**config.mk**
```make
export PLATFORM = sky130hd
export DESIGN_NAME = tc_pl_bus_tx_csn_wr
export DESIGN_NICKNAME = d
export VERILOG_FILES = /design/src/rtl/tc_pl_bus_pkg.sv /design/src/rtl/tc_pl_bus_tx_csn_wr.sv
export SDC_FILE = /design/constraint.sdc
export NUM_CORES = 1
export LEC_CHECK = 0
export CELL_PAD_IN_SITES_DETAIL_PLACEMENT = 1
export CELL_PAD_IN_SITES_GLOBAL_PLACEMENT = 1
export CORE_MARGIN = 5
export CORE_UTILIZATION = 41
export DETAILED_ROUTE_END_ITERATION = 16
export MAX_ROUTING_LAYER = met4
export PLACE_DENSITY = 0.84
export SETUP_SLACK_MARGIN = 0.1
export SLEW_MARGIN = 25
export SYNTH_ARGS = -nofsm -noshare
export SYNTH_HDL_FRONTEND = slang
export SYNTH_SLANG_ARGS = --single-unit
export TNS_END_PERCENT = 50
```
**constraint.sdc**
```tcl
create_clock -name clk -period 7 [get_ports clk]
set_input_delay 0.7 -clock clk [delete_from_list [all_inputs] [get_ports clk]]
set_output_delay 0.7 -clock clk [all_outputs]
set_load 0.02 [all_outputs]
```
**src/rtl/tc_pl_bus_pkg.sv**
```systemverilog
// Shared definitions for the PL bus TX chip-select sequencers (write and read side).
package tc_pl_bus_pkg;

    // Default txb word width: one LAST bit plus the select code.
    localparam int AGP0_23_DEF  = 9;
    // Default select code width; always one less than the txb word width.
    localparam int AGP0_25_DEF  = 8;
    // MSB of a txb word carries the LAST flag.
    localparam int LAST_BIT_DEF = AGP0_23_DEF - 1;

    // Sequencer states, encoded identically on both sides of the FIFO.
    typedef enum logic [1:0] {
        S_IDLE = 2'd0,
        S_SCAN = 2'd1,
        S_DONE = 2'd2
    } csn_state_e;

    // True when any mask bit strictly above position idx is still set.
    function automatic logic any_above(input logic [63:0] mask, input logic [5:0] idx);
        return ((mask >> idx) >> 1'b1) != 64'd0;
    endfunction

endpackage

```
**src/rtl/tc_pl_bus_tx_csn_wr.sv**
```systemverilog
// Write-side chip-select sequencer: turns a channel mask into an ordered list of
// select words (lowest channel first) pushed into the txb FIFO, the final word
// tagged with LAST so the read side knows where its pass ends.
module tc_pl_bus_tx_csn_wr
    import tc_pl_bus_pkg::*;
#(
    parameter int AGP0_23 = AGP0_23_DEF,
    parameter int AGP0_25 = AGP0_25_DEF,
    parameter int NCH     = 16,
    parameter int CW      = $clog2(NCH + 1)
) (
    input  logic               clk,
    input  logic               rst,
    input  logic               csn_start,
    input  logic [NCH-1:0]     csn_mask,
    output logic               csn_busy,
    output logic               csn_done,
    output logic [CW-1:0]      csn_wcnt,
    output logic               txb_wen,
    output logic [AGP0_23-1:0] txb_wdata,
    input  logic               txb_full
);

    localparam int IW = (NCH > 1) ? $clog2(NCH) : 1;

    csn_state_e     state_r, state_nx_s;
    logic [NCH-1:0] mask_r, mask_nx_s;
    logic [IW-1:0]  idx_r, idx_nx_s;
    logic [CW-1:0]  wcnt_r, wcnt_nx_s;

    logic               last_s;
    logic [AGP0_25-1:0] sel_s;
    logic               wen_s;
    logic [AGP0_23-1:0] wdata_s;
    logic               done_s;

    // Channel index zero-extended into the select code field.
    assign sel_s  = AGP0_25'(idx_r);
    // Current word is the last one when nothing above it remains to be written.
    assign last_s = ~any_above(64'(mask_r), 6'(idx_r));

    // Next-state and write-port decode; written bits are cleared from mask_r so an
    // all-zero remainder means the list is complete.
    always_comb begin
        state_nx_s = state_r;
        mask_nx_s  = mask_r;
        idx_nx_s   = idx_r;
        wcnt_nx_s  = wcnt_r;
        wen_s      = 1'b0;
        wdata_s    = {AGP0_23{1'b0}};
        done_s     = 1'b0;
        case (state_r)
            S_IDLE: begin
                if (csn_start) begin
                    mask_nx_s  = csn_mask;
                    idx_nx_s   = {IW{1'b0}};
                    wcnt_nx_s  = {CW{1'b0}};
                    state_nx_s = S_SCAN;
                end else begin
                    state_nx_s = S_IDLE;
                end
            end
            S_SCAN: begin
                if (mask_r == {NCH{1'b0}}) begin
                    state_nx_s = S_DONE;
                end else if (!mask_r[idx_r]) begin
                    // Remaining set bits are always at or above idx, so this never
                    // runs past NCH-1; the guard just keeps idx from wrapping.
                    if (idx_r != IW'(NCH - 1)) begin
                        idx_nx_s = idx_r + IW'(1);
                    end else begin
                        idx_nx_s = idx_r;
                    end
                end else if (txb_full) begin
                    // Stall: hold index and mask until the FIFO has room.
                    idx_nx_s = idx_r;
                end else begin
                    wen_s            = 1'b1;
                    wdata_s          = {last_s, sel_s};
                    mask_nx_s[idx_r] = 1'b0;
                    wcnt_nx_s        = wcnt_r + CW'(1);
                    if (last_s) begin
                        state_nx_s = S_DONE;
                    end else begin
                        idx_nx_s = idx_r + IW'(1);
                    end
                end
            end
            S_DONE: begin
                done_s     = 1'b1;
                state_nx_s = S_IDLE;
            end
            default: begin
                state_nx_s = S_IDLE;
            end
        endcase
    end

    // State, captured mask, scan index and word count registers.
    always_ff @(posedge clk) begin
        if (rst) begin
            state_r <= S_IDLE;
            mask_r  <= {NCH{1'b0}};
            idx_r   <= {IW{1'b0}};
            wcnt_r  <= {CW{1'b0}};
        end else begin
            state_r <= state_nx_s;
            mask_r  <= mask_nx_s;
            idx_r   <= idx_nx_s;
            wcnt_r  <= wcnt_nx_s;
        end
    end

    assign csn_busy  = (state_r != S_IDLE);
    assign csn_done  = done_s;
    assign csn_wcnt  = wcnt_r;
    assign txb_wen   = wen_s;
    assign txb_wdata = wdata_s;

endmodule

```
==> flow_summary.toml, run 1 <==
[clocking]
ctsRootBufferMaster = "clkbuf_8"
post_cts_buffers = 0
cts_tree = "built"
clk-insertion-delay-late_ns = 0.28
cts_max_path_buffers = 2
cts_hold_buf = 0
cts_made_buffers = 3
clkSlewWorstSetupHoldPaths_ns = 0.10
cts.sinks = 27
ctsResizeCount = 0
htreeDepth = 1

[die]
die_height_um = 78.7
rows = 25
start_util_pct = 41.6
core-area_mm2 = 0.00466
dieArea_mm2 = 0.00620
io_pins = 37
fp.dieW_um = 78.7

[cells_and_area]
final_cell_mix = "a21oi_1 (39), clkdlybuf4s50_1 (32), dfxtp_1 (27)"
layout-drive-gt1-share_pct = 7.14
diodes = 0
mostFrequentLayoutCell = "a21oi_1"
area_growth_pct = 16.9
fin_cells = 320
fillers = 587
layout.nets = 292

[min_path]
hold_end = "mask_r[0]"
hold_depth = 2
hp-class = "reg -> reg"
hold_start = "mask_r[0]"

[place]
portBuffers = 32
gp_congestion = 0.900
hpwl_um = 4210
dp.cells = 316

[global_route]
grt_pass1_vias = 1892
grt_usage_pct = 19.9
grt_max_degree = 28
grt_pass1_wl_um = 9720
antenna_found_initial = 0
overflow = 0

[route]
drtIter0Drc = 153
ant_nets = 0
wl_per_cell_um = 18.1
drc = 0
drt_wl_total_um = 5800
avgViaCountPerCell = 6.11
vias = 1954
drt-pass1-iter-count = 4

[yosys]
ys_seq_elements = 27
synth_warnings = 0
syn_area_mm2 = 0.00194
synth_edf_count = 0
syn_inst = 248
avgSynthCellArea_um2 = 7.81
yosysSeqAreaShare_pct = 27.9
ys_async_sr_fraction_pct = 0
ys.flop_type = "dfxtp_1"
synth.distinct_cells = 49

[sta]
finalSetupTns_ns = 0
clock_skew_ns = 0.0110
finalSetupViolCount = 0
rsz0062_at_grt = "false"
worst_pin_slew_ns = 0.993
fmax_mhz = 240
relSlewSlack_pct = 33.6
maxSlewViolCount = 0
post-route-period-util_pct = 59.5
hold_viol_final = 0
min_period_ns = 4.16

[flow_run]
max_cap_violations = 0

[critical_path]
timing.rr.end = "csn_wcnt[3]"
worstPathMaxFanout = 21
ff2ff_setup_slack_ns = 3.75
setup.worst_path.start_class = "flip-flop"
cp-end-kind = "output port"
worstPathRequired_ns = 6.30
critical_path_class = "reg -> out"
arrival_ns = 3.46
reg2reg_depth = 7
r2r_start = "idx_r[0]"

[power]
vdd_drop_max_mv = 0.145
p_leak_nw = 0.800
powerDensity_mw_per_mm2 = 179

[run_status]
status = "complete, no violations"
==> layer usage <==
metal / track usage [%] / up-vias / share of wire (%)
li1: - / 937 / -
met4: 6.12 / 0 / 2.0
met1: 27.9 / 954 / 47
met2: 30.1 / 56 / 46
met3: 2.61 / 7 / 4.9
met5: - / - / 0
==> cells in the mapped netlist, drive strengths merged, types with 2 or more instances <==
library cell	count	share of area (%)
a21oi	39	10
or2	3	0.97
nand2	20	3.9
xnor2	2	0.90
mux2	2	1.2
nor4	5	1.6
o2bb2ai	2	0.90
inv	8	1.6
a31oi	3	0.97
clkbuf	14	2.7
mux4	7	8.1
dfxtp	27	28
buf	8	3.7
o311ai	2	0.90
ha	5	3.2
nor2	17	3.7
o21a	2	0.77
o21ai	20	5.2
nor3	10	2.6
nor2b	6	1.9
a21o	3	1.2
o22ai	2	0.65
and2	5	1.6
o211ai	4	1.6
nand2b	4	1.3
nand3	8	2.1
==> area by class of cell <==
cell class | count | area [µm²] | share of cell area, %
flip-flops and latches | 27 | 541 | 23.9
clock buffers | 4 | 45.0 | 1.99
repair buffers | 33 | 328 | 14.5
multi-input cells | 194 | 1250 | 55.4
well taps | 54 | 67.6 | 2.98
inverters | 8 | 30.0 | 1.33
==> worst max-delay path, cell delays in order (launching register included) <==
cell	delay [ns]
dfxtp_1	0.88
mux4_2	0.65
mux4_2	0.51
and4b_1	0.31
inv_1	0.21
nor2_1	0.06
clkdlybuf4s50_1	0.55
==> registers in the layout, indices dropped and copies added, names as in the netlist <==
signal / count
idx_r: 4
state_r: 2
csn_wcnt: 5
mask_r: 16
==> through the flow <==
step | utilization, % | setup WS, ns | total power [mW] | hold WS (ns) | instance area, µm²
after CTS | 48.6 | 2.83 | 0.408 | 0.514 | 2260
after global routing | 48.6 | 2.65 | 0.428 | 0.532 | 2260
after floorplan | - | 4.22 | 0.276 | 0.465 | 1950
after global placement | 47.6 | 3.20 | 0.309 | 0.486 | 2220
final | 48.6 | 2.84 | 0.404 | 0.512 | 2260
after detailed placement | 47.6 | 3.16 | 0.313 | 0.500 | 2220
==> power by group <==
part,internal [mW],total [mW],switching [mW]
combinational,0.0564,0.128,0.0715
sequential,0.164,0.183,0.0197
clock,0.0410,0.0933,0.0524
total,0.261,0.404,0.144
==> logic make-up (layout without fill, tap and decap cells) <==
family                   Yosys count  in the layout  synth area share (%)
AO/OA/AOI/OAI                     88             88                  27.5
XOR/XNOR                           3              3                  1.36
adder cells (fa/ha/maj)            5              5                  3.23
buffers and inverters             30             45                  7.95
flip-flops                        27             27                  27.9
multiplexers                      10             10                  9.82
other                              1              4                 0.194
AND/OR/NAND/NOR                   84             84                  22.0
==> worst max path at each step <==
stage	startpoint	end	cells past startpoint
global placement	idx_r[0]	txb_wdata[8]	6
detailed placement	idx_r[0]	txb_wdata[0]	6
global route	idx_r[0]	txb_wdata[8]	6
finish	idx_r[0]	txb_wdata[0]	6
CTS	idx_r[0]	txb_wdata[0]	6
floorplan	idx_r[0]	txb_wdata[8]	7
(Power assumes the default switching activity.)
==> run 2: changes to the inputs <==
Settings changed: CORE_UTILIZATION 41 to 38, PLACE_DENSITY 0.84 to 0.79.
Clock period 7 ns to 4.05 ns, I/O delays scaled along.
==> run 2 against run 1 <==
Final cell count up 5.9%. Clock power increased by 78%. Register-to-register slack lost 2.8 ns. Combinational power up 79%. Global-route usage decreased by 0.44 points. First-iteration DRC count is 4.6% higher. Setup slack worse by 2.4 ns. Sequential share of layout area down 0.44 points. Count of clock-buffer cells in the layout is the same. Critical path type unchanged. Critical endpoint is now txb_wdata[8].
==> flow_summary.toml, run 2 (synthesis results as in run 1) <==
[clocking]
ctsResizeCount = 0
cts_tree = "built"
cts_made_buffers = 3
clk-insertion-delay-late_ns = 0.28
ctsRootBufferMaster = "clkbuf_8"
cts_max_path_buffers = 2
clkSlewWorstSetupHoldPaths_ns = 0.10
post_cts_buffers = 0
htreeDepth = 1
cts_hold_buf = 0
cts.sinks = 27

[cells_and_area]
top_register = "mask_r"
area_growth_pct = 19.1
largest_reg_flops = 16
mostFrequentLayoutCell = "a21oi_1"
diodes = 0
fin_cells = 339
layout-drive-gt1-share_pct = 8.18
final_cell_mix = "a21oi_1 (39), clkdlybuf4s50_1 (32), dfxtp_1 (27)"
layout.nets = 295
final_cell_area_mm2 = 0.00231

[route]
avgViaCountPerCell = 5.80
drc = 0
drtIter0Drc = 160
ant_nets = 0
drt-pass1-iter-count = 4
drt_wl_total_um = 5950
wl_per_cell_um = 17.5
vias = 1965

[sta]
rsz0062_at_grt = "false"
min_period_ns = 3.65
fin_ws_ns = 0.404
hold_viol_final = 0
finalSetupViolCount = 0
finalSetupTns_ns = 0
relSlewSlack_pct = 42.1
maxSlewViolCount = 0
worst_pin_slew_ns = 0.869
post-route-period-util_pct = 90.0
fmax_mhz = 274
clock_skew_ns = 0.00568

[run_status]
status = "complete, no violations"

[global_route]
grtUsageMet1_pct = 26.5
use_met3_pct = 1.88
grt_pass1_vias = 1942
grt_usage_pct = 19.5
grt_pass1_wl_um = 9940
antenna_found_initial = 0
grt_max_degree = 28
overflow = 0
busiest_layer = "met2"
use_met2_pct = 31.7

[die]
io_pins = 37
start_util_pct = 38.4
fp.dieW_um = 81.4
dieArea_mm2 = 0.00663
rows = 26
die_height_um = 81.4
core-area_mm2 = 0.00504

[place]
hpwl_um = 4240
gp_congestion = 0.949
place_ws_ns = 0.699
portBuffers = 32
dp.cells = 335
placed_area_mm2 = 0.00226

[power]
finalPower_uw = 708
p_leak_nw = 0.816
vdd_drop_max_mv = 0.228
powerDensity_mw_per_mm2 = 307

[critical_path]
setup.worst_path.start_class = "flip-flop"
crit_slowest_cell = "dfxtp_1"
crit_top_cell = "mux4_2"
worstPathMaxFanout = 15
path_cells = "mux4_2, mux4_2, and4b_1, inv_1, nor2_1, clkdlybuf4s50_1"
cp-end-kind = "output port"
ff2ff_setup_slack_ns = 0.98
critical_path_class = "reg -> out"
arrival_ns = 3.24
crit_start = "idx_r[0]"
worstPathRequired_ns = 3.64
cpPeakStageDelay_ns = 0.73
r2r_start = "idx_r[0]"

[flow_run]
max_cap_violations = 0

[min_path]
hold_start = "csn_wcnt[1]"
hp-class = "reg -> reg"
==> run 2: cell count changes in the layout (fill, tap and decap cells not counted), sizes merged <==
| cell | before | now |
|---|---|---|
| buf | 1 | 4 |
==> run 2: report_power, final <==
| group | switching, mW | internal, mW |
|---|---|---|
| sequential | 0.0303 | 0.283 |
| combinational | 0.129 | 0.100 |
| clock | 0.0954 | 0.0708 |
| total | 0.255 | 0.454 |
==> run 2: through the flow <==
| step | util [%] | hold slack [ns] |
|---|---|---|
| floorplan | - | 0.465 |
| global placement | 44.9 | 0.492 |
| detailed placement | 44.9 | 0.505 |
| CTS | 45.8 | 0.520 |
| global route | 45.8 | 0.555 |
| finish | 45.8 | 0.510 |
==> run 2: path summary, 6_finish.rpt <==
check	endpoint	depth (start not counted)
min	csn_wcnt[1]	2
max reg2reg	csn_wcnt[2]	7
max	txb_wdata[8]	6
min reg2reg	csn_wcnt[1]	2
==> run 2: final cells by class <==
class	count	area [µm²]
Timing Repair Buffer	36	350
Multi-Input combinational cell	194	1250
Tap cell	70	87.6
Sequential cell	27	541
Inverter	8	30.0
Fill cell	637	2740
Clock buffer	4	45.0
==> run 2: worst max-delay path: cells and delay by family, from the launching register on <==
family	cells	cell delay, ns
mux	2	1.15
flops	1	0.73
buf+inv	2	0.71
simple gates	2	0.38
==> run 2: per-layer routing <==
metal	vias to the layer above	part of all wire [%]
met5	-	0
met4	0	0.69
met3	2	4.9
met2	61	49
met1	963	45
li1	939	-
